--- src/rtl/fetch_queue.sv ---
// fetch_queue: buffers {PC, instruction} pairs from the fetch stage and
// hands them to decode in order through a valid/ready handshake. The PC
// register write enable is generated here, so a full queue stalls fetch.
// A redirect from execute (flush) discards everything buffered.
// DEPTH is expected to be a power of two, at least 2, so the pointers can
// wrap by plain overflow.
module fetch_queue #(
  parameter int DEPTH = 4,
  parameter int AW    = 32
) (
  input  logic                     clk,
  input  logic                     reset,
  input  logic [AW-1:0]            if_pc,
  input  logic [AW-1:0]            if_instr,
  output logic                     if_we,
  input  logic                     flush,
  output logic                     dec_valid,
  output logic [AW-1:0]            dec_pc,
  output logic [AW-1:0]            dec_instr,
  input  logic                     dec_ready,
  output logic [$clog2(DEPTH):0]   count
);

  localparam int PW = $clog2(DEPTH);
  localparam int CW = PW + 1;

  // Head values shown to decode while nothing is buffered: the boot PC
  // paired with a nop, so decode never sees stale data.
  localparam logic [AW-1:0] EMPTY_PC    = AW'(32'h0000_3000);
  localparam logic [AW-1:0] EMPTY_INSTR = '0;

  logic [AW-1:0] pc_mem    [DEPTH];
  logic [AW-1:0] instr_mem [DEPTH];

  logic [PW-1:0] rp;
  logic [PW-1:0] wp;

  logic full;
  logic empty;
  logic push;
  logic pop;

  // Status flags and the handshake: a pop in the same cycle frees a slot,
  // so a full queue still lets the PC advance when decode is taking one.
  always_comb begin
    full      = (count == CW'(DEPTH));
    empty     = (count == '0);
    dec_valid = ~empty;
    if_we     = ~full | (dec_valid & dec_ready);
    pop       = dec_valid & dec_ready & ~flush;
    push      = if_we & ~flush;
  end

  // Head entry presentation; no bypass from the fetch inputs.
  always_comb begin
    dec_pc    = EMPTY_PC;
    dec_instr = EMPTY_INSTR;
    if (!empty) begin
      dec_pc    = pc_mem[rp];
      dec_instr = instr_mem[rp];
    end
  end

  // Pointers and occupancy; reset and flush both empty the queue outright.
  always_ff @(posedge clk) begin
    if (reset || flush) begin
      rp    <= '0;
      wp    <= '0;
      count <= '0;
    end else begin
      if (push) begin
        wp <= wp + PW'(1);
      end
      if (pop) begin
        rp <= rp + PW'(1);
      end
      count <= count + CW'(push) - CW'(pop);
    end
  end

  // Entry storage, written at the write pointer on every accepted push.
  always_ff @(posedge clk) begin
    if (push && !reset) begin
      pc_mem[wp]    <= if_pc;
      instr_mem[wp] <= if_instr;
    end
  end

endmodule

--- config.mk ---
export PLATFORM = sky130hd
export DESIGN_NAME = fetch_queue
export DESIGN_NICKNAME = d
export VERILOG_FILES = /design/src/rtl/fetch_queue.sv
export SDC_FILE = /design/constraint.sdc
export NUM_CORES = 1
export LEC_CHECK = 0
export ABC_AREA = 1
export BUFFER_PORTS_ARGS = -buffer_cell sky130_fd_sc_hd__buf_2
export CELL_PAD_IN_SITES_DETAIL_PLACEMENT = 1
export CELL_PAD_IN_SITES_GLOBAL_PLACEMENT = 2
export CORE_MARGIN = 2
export CORE_UTILIZATION = 39
export CTS_CLUSTER_SIZE = 20
export DETAILED_ROUTE_END_ITERATION = 12
export HOLD_SLACK_MARGIN = 0.12
export PLACE_DENSITY_LB_ADDON = 0.05
export SLEW_MARGIN = 20
export SYNTH_ARGS = -nofsm -noshare
export SYNTH_HDL_FRONTEND = slang
export SYNTH_SLANG_ARGS = --single-unit
--- constraint.sdc ---
create_clock -name clk -period 4.8 [get_ports clk]
set_input_delay 0.96 -clock clk [delete_from_list [all_inputs] [get_ports clk]]
set_output_delay 0.96 -clock clk [all_outputs]
set_load 0.03 [all_outputs]
==> results_dict.tcl, run 1 <==
set metrics [dict create \
    max_freq_mhz 285 \
    p_int_uw 3960 \
    dieWidth_um 168 \
    synth_xor_area_share_pct 0 \
    rr_startpoint "count[1]" \
    crit_buf_inv 3 \
    post-route-period-util_pct 73.1 \
    relSlewSlack_pct 28.9 \
    cts_tree "done" \
    worstMarginPinSlew_ns 1.07 \
    num_vias 6745 \
    period_minus_slack_ns 3.51 \
    start_util_pct 39.9 \
    grt_pass1_wl_um 40600 \
    synth_flop_cell "edfxtp_1" \
    crit_path_top_delay_cell "inv_2" \
    clk_latency_ns 0.54 \
    die_area_um2 28200 \
    drive_gt1_share_pct 20.6 \
    grt_max_degree 93 \
    async_flop_share_pct 0 \
    final_antenna_net_count 0 \
    die_h_um 168 \
    cts_buffers 30 \
    syn_inst 824 \
    htree_levels 1 \
    slew_viol_final 0 \
    grt_usage_pct 18.4 \
    cp.depth 6 \
    crit_end "dec_pc[4]" \
    postCtsSetupBuffers 0 \
    hold_viol_final 0 \
    arrival_ns 2.55 \
    synth_top_family_by_area "simple AND/OR/NAND/NOR gates" \
    io_buffers 136 \
    status "complete, no violations" \
    ys_warn_count 0 \
    netlist.area_leader.share_pct 73.4 \
    syn_nets 898 \
    diodes 0 \
    ys_ff_latch 265 \
    cp.required_ns 3.84 \
    first_iter_violations 437 \
    clock_power_share_pct 41.6 \
    antenna_found_initial 1 \
    core_um2 26200 \
    rows 59 \
    p_seq_share_pct 50.7 \
    clk_pin_slew_ns 0.06 \
    synth_compound_area_share_pct 9.52 \
    synth-edff-count 256 \
    gr-total-overflow 0 \
    yosysTopAreaCell "edfxtp_1" \
    netlist_area_um2 10500 \
    grt_pass1_vias 7174 \
    dpl.hpwl_um 14900 \
    hold_path_class "register to register" \
    grt_setup_unrepaired "no" \
    yosys.area_share.adder_pct 0.789 \
    setup_tns_ns 0 \
    pin_count 137 \
    cp_top_family "buffers and inverters" \
    ff2ff_path_depth 5 \
    pwr-share-comb_pct 7.7 \
    drc 0 \
    finalInstanceArea_um2 12300 \
    avgSynthCellArea_um2 12.7 \
    cts-root-buf "clkbuf_16" \
    setup_viol 0 \
    cts_hold_buf 0 \
    gp_congestion 0.739 \
    cpPeakStageDelay_ns 0.60 \
    p_leak_uw 0.00448 \
    netlist_top_cells_area "edfxtp_1 (73%), nor2_1 (9.3%), o21ai_0 (5.7%)" \
    regToRegSetupSlack_ns 2.37 \
    r2r-end "pc_mem[2][19]" \
    syn_to_final_growth_pct 17.5 \
    routedWlPerCell_um 19.6 \
    fin_skew_ns 0.0112 \
    synthSimpleGateAreaFrac_pct 10.4 \
    crit_start "count[1]" \
    clock_path_buffers 3 \
    first_pass_iters 5 \
    synth_commonest_cells "nor2_1 (260), edfxtp_1 (256), o21ai_0 (120), a21oi_1 (72), buf_6 (22)" \
    numClockSinks 265 \
    switching_share_pct 23.1 \
    dp_slack_ns 1.75 \
    finalNetCount 1033 \
    worst_slack_ns 1.29 \
    maxCapViolations 0 \
    synth_cell_types 20 \
    hold_slack_ns 0.507 \
    cts-resized-gates 0 \
    synth.most_common_cell "nor2_1" \
    vdd_drop_max_mv 0.219 \
    power_density_nw_per_um2 418 \
    ys_seq_area_share_pct 75.2 \
    post_drt_via_cell_ratio 5.13 \
    p_switching_uw 1190 \
    path_cells "nor2_1 -> nand2_2 -> inv_2 -> buf_4 -> a21oi_1 -> buf_2" \
    wl_um 25800 \
    post_dp_cell_area_um2 11400 \
    synthMuxAreaShare_pct 0 \
    critical_path.max_fanout 30 \
    critical_path_class "register to output port" \
    cp-start-kind "register" \
    end_kind "output port" \
]
[kinds of logic after synthesis]
logic type,Yosys count
other,1
and+or+nand+nor,286
adders and majority gates,6
DFF,265
buffers and inverters,67
AOI/OAI and AO/OA,199
[worst min-delay path: stages, from the launching register on]
cell and delay, ns:
dfxtp_1 0.32, nand2_1 0.07, a21oi_1 0.07
[per-layer routing]
layer | vias up | wire [um] | global-route usage, %
li1 | 3175 | - | -
met2 | 140 | 12300 | 30.7
met4 | 2 | 422 | 4.35
met3 | 41 | 1170 | 3.17
met5 | - | 12 | 0
met1 | 3387 | 11900 | 25.4
[power by group through the flow]
| stage | combinational [uW] | clock (uW) | sequential, uW |
|---|---|---|---|
| 3_5_place_dp | 403 | 0 | 2650 |
| 2_1_floorplan | 250 | 0 | 2660 |
| 4_1_cts | 404 | 2200 | 2610 |
| 3_3_place_gp | 391 | 0 | 2650 |
| 5_1_grt | 436 | 2290 | 2610 |
| 6_report | 396 | 2140 | 2610 |
[stage by stage]
stage               power (uW)  util, %  std cells
floorplan                 2910        -        824
global placement          3040     43.4       1262
detailed placement        3060     43.4       1262
CTS                       5210     46.9       1314
global route              5330     46.9       1314
finish                    5140     46.9       1314
[flip-flops by register name (all words and copies together), names as in the netlist, named ones only]
name       flops
pc_mem       128
wp             2
rp             2
instr_mem    128
count          3
[area by class of cell]
| cell class | count | area (um2) |
|---|---|---|
| clock inverter | 20 | 145 |
| sequential | 265 | 7870 |
| fill | 2753 | 13900 |
| inverter | 20 | 78.8 |
| clock buffer | 32 | 779 |
| tap | 335 | 419 |
| multi-input combinational | 492 | 2200 |
| timing repair buffer | 150 | 811 |
[cell usage in the layout (no fill, tap or decap), drive strengths merged]
master    synthesis  routed
fa                1       1
edfxtp          256     256
ha                5       5
o21ai           127     127
dfxtp             9       9
bufinv            0       2
clkbuf           11      32
nand4             1       1
clkinvlp          0       1
nand3             4       4
conb              1       1
nor2            260     260
a21oi            72      72
nand2            21      21
clkinv            0      18
buf              36     150
inv              20      19
[how the worst min path moves through the flow]
| stage | from | end | cells after the start |
|---|---|---|---|
| 2_1_floorplan | rp[1] | register | 2 |
| 3_3_place_gp | rp[1] | register | 2 |
| 3_5_place_dp | rp[0] | register | 2 |
| 4_1_cts | rp[0] | register | 2 |
| 5_1_grt | rp[0] | register | 2 |
| 6_report | rp[1] | register | 2 |
(Power assumes the default switching activity.)
==> run 2: changes to the inputs <==
==> constraint.sdc (replaced) <==
create_clock -name clk -period 3.42 [get_ports clk]
set_input_delay 0.684 -clock clk [delete_from_list [all_inputs] [get_ports clk]]
set_output_delay 0.684 -clock clk [all_outputs]
set_load 0.03 [all_outputs]
==> run 2 against run 1 <==
  * Critical path depth is the same
  * Sequential power grew 40%
  * Global-route usage grew 0.14 points
  * Clock skew grew 0.0014 ns
  * Total power grew 37%
  * Count of clock-buffer cells in the layout is the same
  * Sequential share of layout area is essentially flat
  * Worst hold slack lost 0.15 ns
  * Cell count grew 0.46%
  * Non-clock buffer count grew 3
==> results_dict.tcl, run 2 (synthesis gave the netlist of run 1 again) <==
set metrics [dict create \
    grt_setup_unrepaired "no" \
    clock_path_buffers 3 \
    numClockSinks 265 \
    place_inst 1265 \
    layout.cells.non_filler 1320 \
    num_vias 6684 \
    clk_pin_slew_ns 0.06 \
    rows 59 \
    status "complete, no violations" \
    max_freq_mhz 323 \
    cp.required_ns 2.74 \
    first_iter_violations 405 \
    dieWidth_um 168 \
    layout_common_cells "nor2_1 (256), edfxtp_1 (256), buf_2 (136)" \
    cp-start-kind "register" \
    arrival_ns 2.41 \
    end_kind "output port" \
    maxCapViolations 0 \
    drive_gt1_share_pct 20.8 \
    setup_tns_ns 0 \
    setup_viol 0 \
    post_drt_via_cell_ratio 5.06 \
    fillCellCount 2736 \
    cts-root-buf "clkbuf_16" \
    finalNetCount 1035 \
    grt_pass1_vias 7297 \
    critical_path_class "register to output port" \
    drc 0 \
    hold_path_class "primary input to register" \
    grt_usage_pct 18.5 \
    grt_max_degree 67 \
    hold_viol_final 0 \
    post-route-period-util_pct 90.5 \
    dpl.hpwl_um 14700 \
    gp_congestion 0.750 \
    pin_count 137 \
    start_util_pct 39.9 \
    cts_buffers 29 \
    final_antenna_net_count 0 \
    die_area_um2 28200 \
    critical_path.max_fanout 36 \
    antenna_found_initial 4 \
    cts_tree "done" \
    wl_um 25700 \
    power_density_nw_per_um2 571 \
    cts_hold_buf 0 \
    hold_slack_ns 0.358 \
    slew_viol_final 0 \
    first_pass_iters 4 \
    p_leak_uw 0.00448 \
    relSlewSlack_pct 52.8 \
    fin_skew_ns 0.0126 \
    postCtsSetupBuffers 0 \
    core_um2 26200 \
    clk_latency_ns 0.54 \
    routedWlPerCell_um 19.5 \
    cts-resized-gates 0 \
    grt_pass1_wl_um 40400 \
    reg_top3 "instr_mem x128, pc_mem x128, count x3" \
    die_h_um 168 \
    final_util_pct 47.0 \
    io_buffers 136 \
    gr-total-overflow 0 \
    worstMarginPinSlew_ns 0.708 \
    htree_levels 1 \
    vdd_drop_max_mv 0.389 \
    syn_to_final_growth_pct 17.6 \
    period_minus_slack_ns 3.09 \
]
==> run 2: worst paths after layout <==
kind / startpoint / end / slack, ns / depth (start not counted)
hold reg to reg: rp[1] / register / 0.49 / 2
setup / recovery: register / dec_instr[4] / 0.33 / 6
hold / removal: if_instr[21] / instr_mem[2][21] / 0.36 / 1
setup reg to reg: count[1] / pc_mem[1][5] / 1.28 / 5
==> run 2: layer usage <==
metal | routed length (um) | part of all wire [%] | vias up | GRT usage [%]
met2 | 13300 | 52 | 126 | 33.7
met3 | 1030 | 4.0 | 36 | 3.27
met4 | 394 | 1.5 | 4 | 4.31
met1 | 11000 | 43 | 3337 | 23.1
li1 | - | - | 3181 | -
met5 | 24 | 0.093 | - | 0
==> run 2: through the flow <==
step,instance area (um2),setup slack (ns),power (uW)
2_1_floorplan,10500,-0.974,4080
4_1_cts,12300,0.275,7120
3_3_place_gp,11400,0.926,4290
6_report,12300,0.326,7030
5_1_grt,12300,0.132,7310
3_5_place_dp,11400,0.861,4300
==> run 2: area by class of cell <==
| cell class | instances | area (um2) | share of cell area (%) |
|---|---|---|---|
| clock inverter | 21 | 121 | 0.986 |
| sequential | 265 | 7870 | 63.9 |
| inverter | 20 | 76.3 | 0.620 |
| timing repair buffer | 153 | 883 | 7.18 |
| tap | 335 | 419 | 3.40 |
| antenna | 2 | 5.00 | 0.0407 |
| clock buffer | 32 | 737 | 5.99 |
| multi-input combinational | 492 | 2200 | 17.8 |
==> run 2: power breakdown <==
part	internal [uW]	switching, uW	total (uW)	leakage, uW
clock	1610	1200	2810	0.000428
combinational	147	418	565	0.00165
sequential	3640	21.6	3660	0.00240
total	5400	1640	7030	0.00448
==> run 2: worst max-delay path: stages, from the launching register on <==
cell and delay, ns:
dfxtp_4 0.60, buf_4 0.45, nor2_1 0.11, nor2_1 0.09, o21ai_0 0.10, a21oi_1 0.25, buf_2 0.24
==> run 3: changes to the inputs <==
--- a/config.mk
+++ b/config.mk
@@ -5,12 +5,11 @@
 export SDC_FILE = /design/constraint.sdc
 export NUM_CORES = 1
 export LEC_CHECK = 0
-export ABC_AREA = 1
 export BUFFER_PORTS_ARGS = -buffer_cell sky130_fd_sc_hd__buf_2
 export CELL_PAD_IN_SITES_DETAIL_PLACEMENT = 1
 export CELL_PAD_IN_SITES_GLOBAL_PLACEMENT = 2
 export CORE_MARGIN = 2
-export CORE_UTILIZATION = 39
+export CORE_UTILIZATION = 44
 export CTS_CLUSTER_SIZE = 20
 export DETAILED_ROUTE_END_ITERATION = 12
 export HOLD_SLACK_MARGIN = 0.12
==> run 3 against run 2 <==
  * Area after synthesis is 2.5% lower
  * Total power is 2.9% higher
  * Count of clock-buffer cells in the layout is 2 higher
  * Clock skew is 0.0073 ns higher
  * Synthesized cell count is 45% lower
  * Register-to-register slack worse by 0.37 ns
  * Sequential power hardly changed
==> results_dict.tcl, run 3 <==
set metrics [dict create \
    pin_count 137 \
    slew_viol_final 0 \
    synth-edff-count 256 \
    grt_usage_pct 17.6 \
    die_area_um2 24400 \
    final_util_pct 53.5 \
    setup_viol 0 \
    post_drt_via_cell_ratio 5.30 \
    vdd_drop_max_mv 0.360 \
    drive_gt1_share_pct 41.3 \
    grt_max_degree 38 \
    cp.depth 5 \
    grt_pass1_wl_um 32400 \
    dieWidth_um 156 \
    post-route-period-util_pct 89.7 \
    clk_pin_slew_ns 0.06 \
    avgSynthCellArea_um2 22.5 \
    arrival_ns 2.38 \
    worstMarginPinSlew_ns 0.709 \
    die_h_um 156 \
    grt_setup_unrepaired "no" \
    finalInstanceArea_um2 12100 \
    finalPower_uw 7240 \
    dpl.hpwl_um 12700 \
    first_iter_violations 264 \
    start_util_pct 44.9 \
    cp-start-kind "register" \
    yosysTopAreaCell "edfxtp_1" \
    rows 55 \
    crit_path_top_delay_cell "inv_2" \
    relSlewSlack_pct 52.6 \
    critical_path.max_fanout 37 \
    drc 0 \
    gr-total-overflow 0 \
    reg_top3 "instr_mem x128, pc_mem x128, count x3" \
    async_flop_share_pct 0 \
    period_minus_slack_ns 3.07 \
    netlist_area_um2 10200 \
    fin_skew_ns 0.0199 \
    hold_path_class "primary input to register" \
    netlist_top_cells_area "edfxtp_1 (75%), mux4_2 (13%), and2_1 (4.0%)" \
    numClockSinks 265 \
    maxCapViolations 0 \
    synth_cell_types 29 \
    cts-root-buf "clkbuf_16" \
    gp_congestion 0.708 \
    clock_path_buffers 3 \
    end_kind "output port" \
    synth.most_common_cell "edfxtp_1" \
    cts-resized-gates 0 \
    critical_path_class "register to output port" \
    clk_latency_ns 0.54 \
    final_common_cell "edfxtp_1" \
    syn_inst 454 \
    syn_to_final_growth_pct 19.0 \
    setup_tns_ns 0 \
    cts_hold_buf 0 \
    ys_ff_latch 265 \
    wl_um 20800 \
    postCtsSetupBuffers 0 \
    diodes 0 \
    crit_buf_inv 3 \
    hold_viol_final 0 \
    netlist.area_leader.share_pct 75.3 \
    hold_path_depth 1 \
    cts_tree "done" \
    core_um2 22700 \
    max_freq_mhz 326 \
    p_leak_uw 0.00419 \
    synth_flop_cell "edfxtp_1" \
    cp_top_family "buffers and inverters" \
    status "complete, no violations" \
    cts_buffers 28 \
    post_dp_cell_area_um2 11300 \
    first_pass_iters 4 \
    antenna_found_initial 0 \
    htree_levels 1 \
    cp.required_ns 2.74 \
    ys_warn_count 0 \
    path_cells "nor3_2 -> inv_2 -> buf_4 -> and2_1 -> buf_2" \
    fillCellCount 2048 \
    routedWlPerCell_um 22.6 \
    ys_seq_area_share_pct 77.1 \
    syn_nets 528 \
    layout_common_cells "edfxtp_1 (256), buf_2 (136), and2_1 (62)" \
    synth_commonest_cells "edfxtp_1 (256), and2_1 (66), mux4_2 (60), dfxtp_1 (9), nor2_1 (8)" \
    grt_pass1_vias 5449 \
    finalNetCount 690 \
    hold_slack_ns 0.363 \
    power_density_nw_per_um2 596 \
    final_antenna_net_count 0 \
    io_buffers 136 \
    cpPeakStageDelay_ns 0.54 \
    num_vias 4874 \
    ff2ff_path_depth 8 \
]
[run 3: path summary, 6_finish.rpt]
kind              from            end  slack [ns]
max           count[1]   dec_instr[0]        0.35
min          if_pc[25]  pc_mem[2][25]        0.36
max reg2reg   count[1]       count[2]        0.91
min reg2reg      rp[1]       register        0.51
[run 3: through the flow]
stage,cells,setup slack (ns)
after floorplan,454,0.160
after detailed placement,871,0.719
final,920,0.353
after global routing,920,0.169
after global placement,871,0.763
after CTS,920,0.251
[run 3: final cells by class]
| class | count | area [um2] | share of cell area, % |
|---|---|---|---|
| Sequential cell | 265 | 7880 | 64.8 |
| Multi-Input combinational cell | 161 | 2130 | 17.5 |
| Timing Repair Buffer | 153 | 871 | 7.17 |
| Clock buffer | 34 | 744 | 6.13 |
| Tap cell | 285 | 357 | 2.94 |
| Clock inverter | 15 | 144 | 1.18 |
| Inverter | 7 | 26.3 | 0.216 |
[run 3: worst reg2reg max path, delay by kind of cell, from the launching register on]
kind                     cells  cell delay (ns)
XOR/XNOR                     2             0.36
AND/OR/NAND/NOR              2             0.18
buffers and inverters        1             0.54
AO/OA/AOI/OAI                1             0.18
flip-flops                   1             0.48
adder cells (fa/ha/maj)      2             0.65
[run 3: cell families after synthesis]
logic type	after synthesis	synth area share [%]
buffers and inverters	28	2.15
DFF	265	77.1
and+or+nand+nor	81	4.95
AOI/OAI and AO/OA	4	0.245
adders and majority gates	6	0.809
xor gates and xnor gates	4	0.343
muxes	65	14.4
other	1	0.0367
[run 3: report_power, final]
part / internal (uW) / switching [uW] / leakage (uW) / total [uW]
Sequential: 3630 / 24.7 / 0.00240 / 3660
Clock: 1760 / 1190 / 0.000441 / 2950
Combinational: 223 / 408 / 0.00135 / 631
Total: 5610 / 1620 / 0.00419 / 7240
[run 3: routing by layer]
layer,global-route usage (%),wire (um),vias up
met3,2.88,944,19
met5,0,0,-
li1,-,-,2162
met4,4.06,264,0
met1,23.4,8920,2565
met2,30.9,10600,128
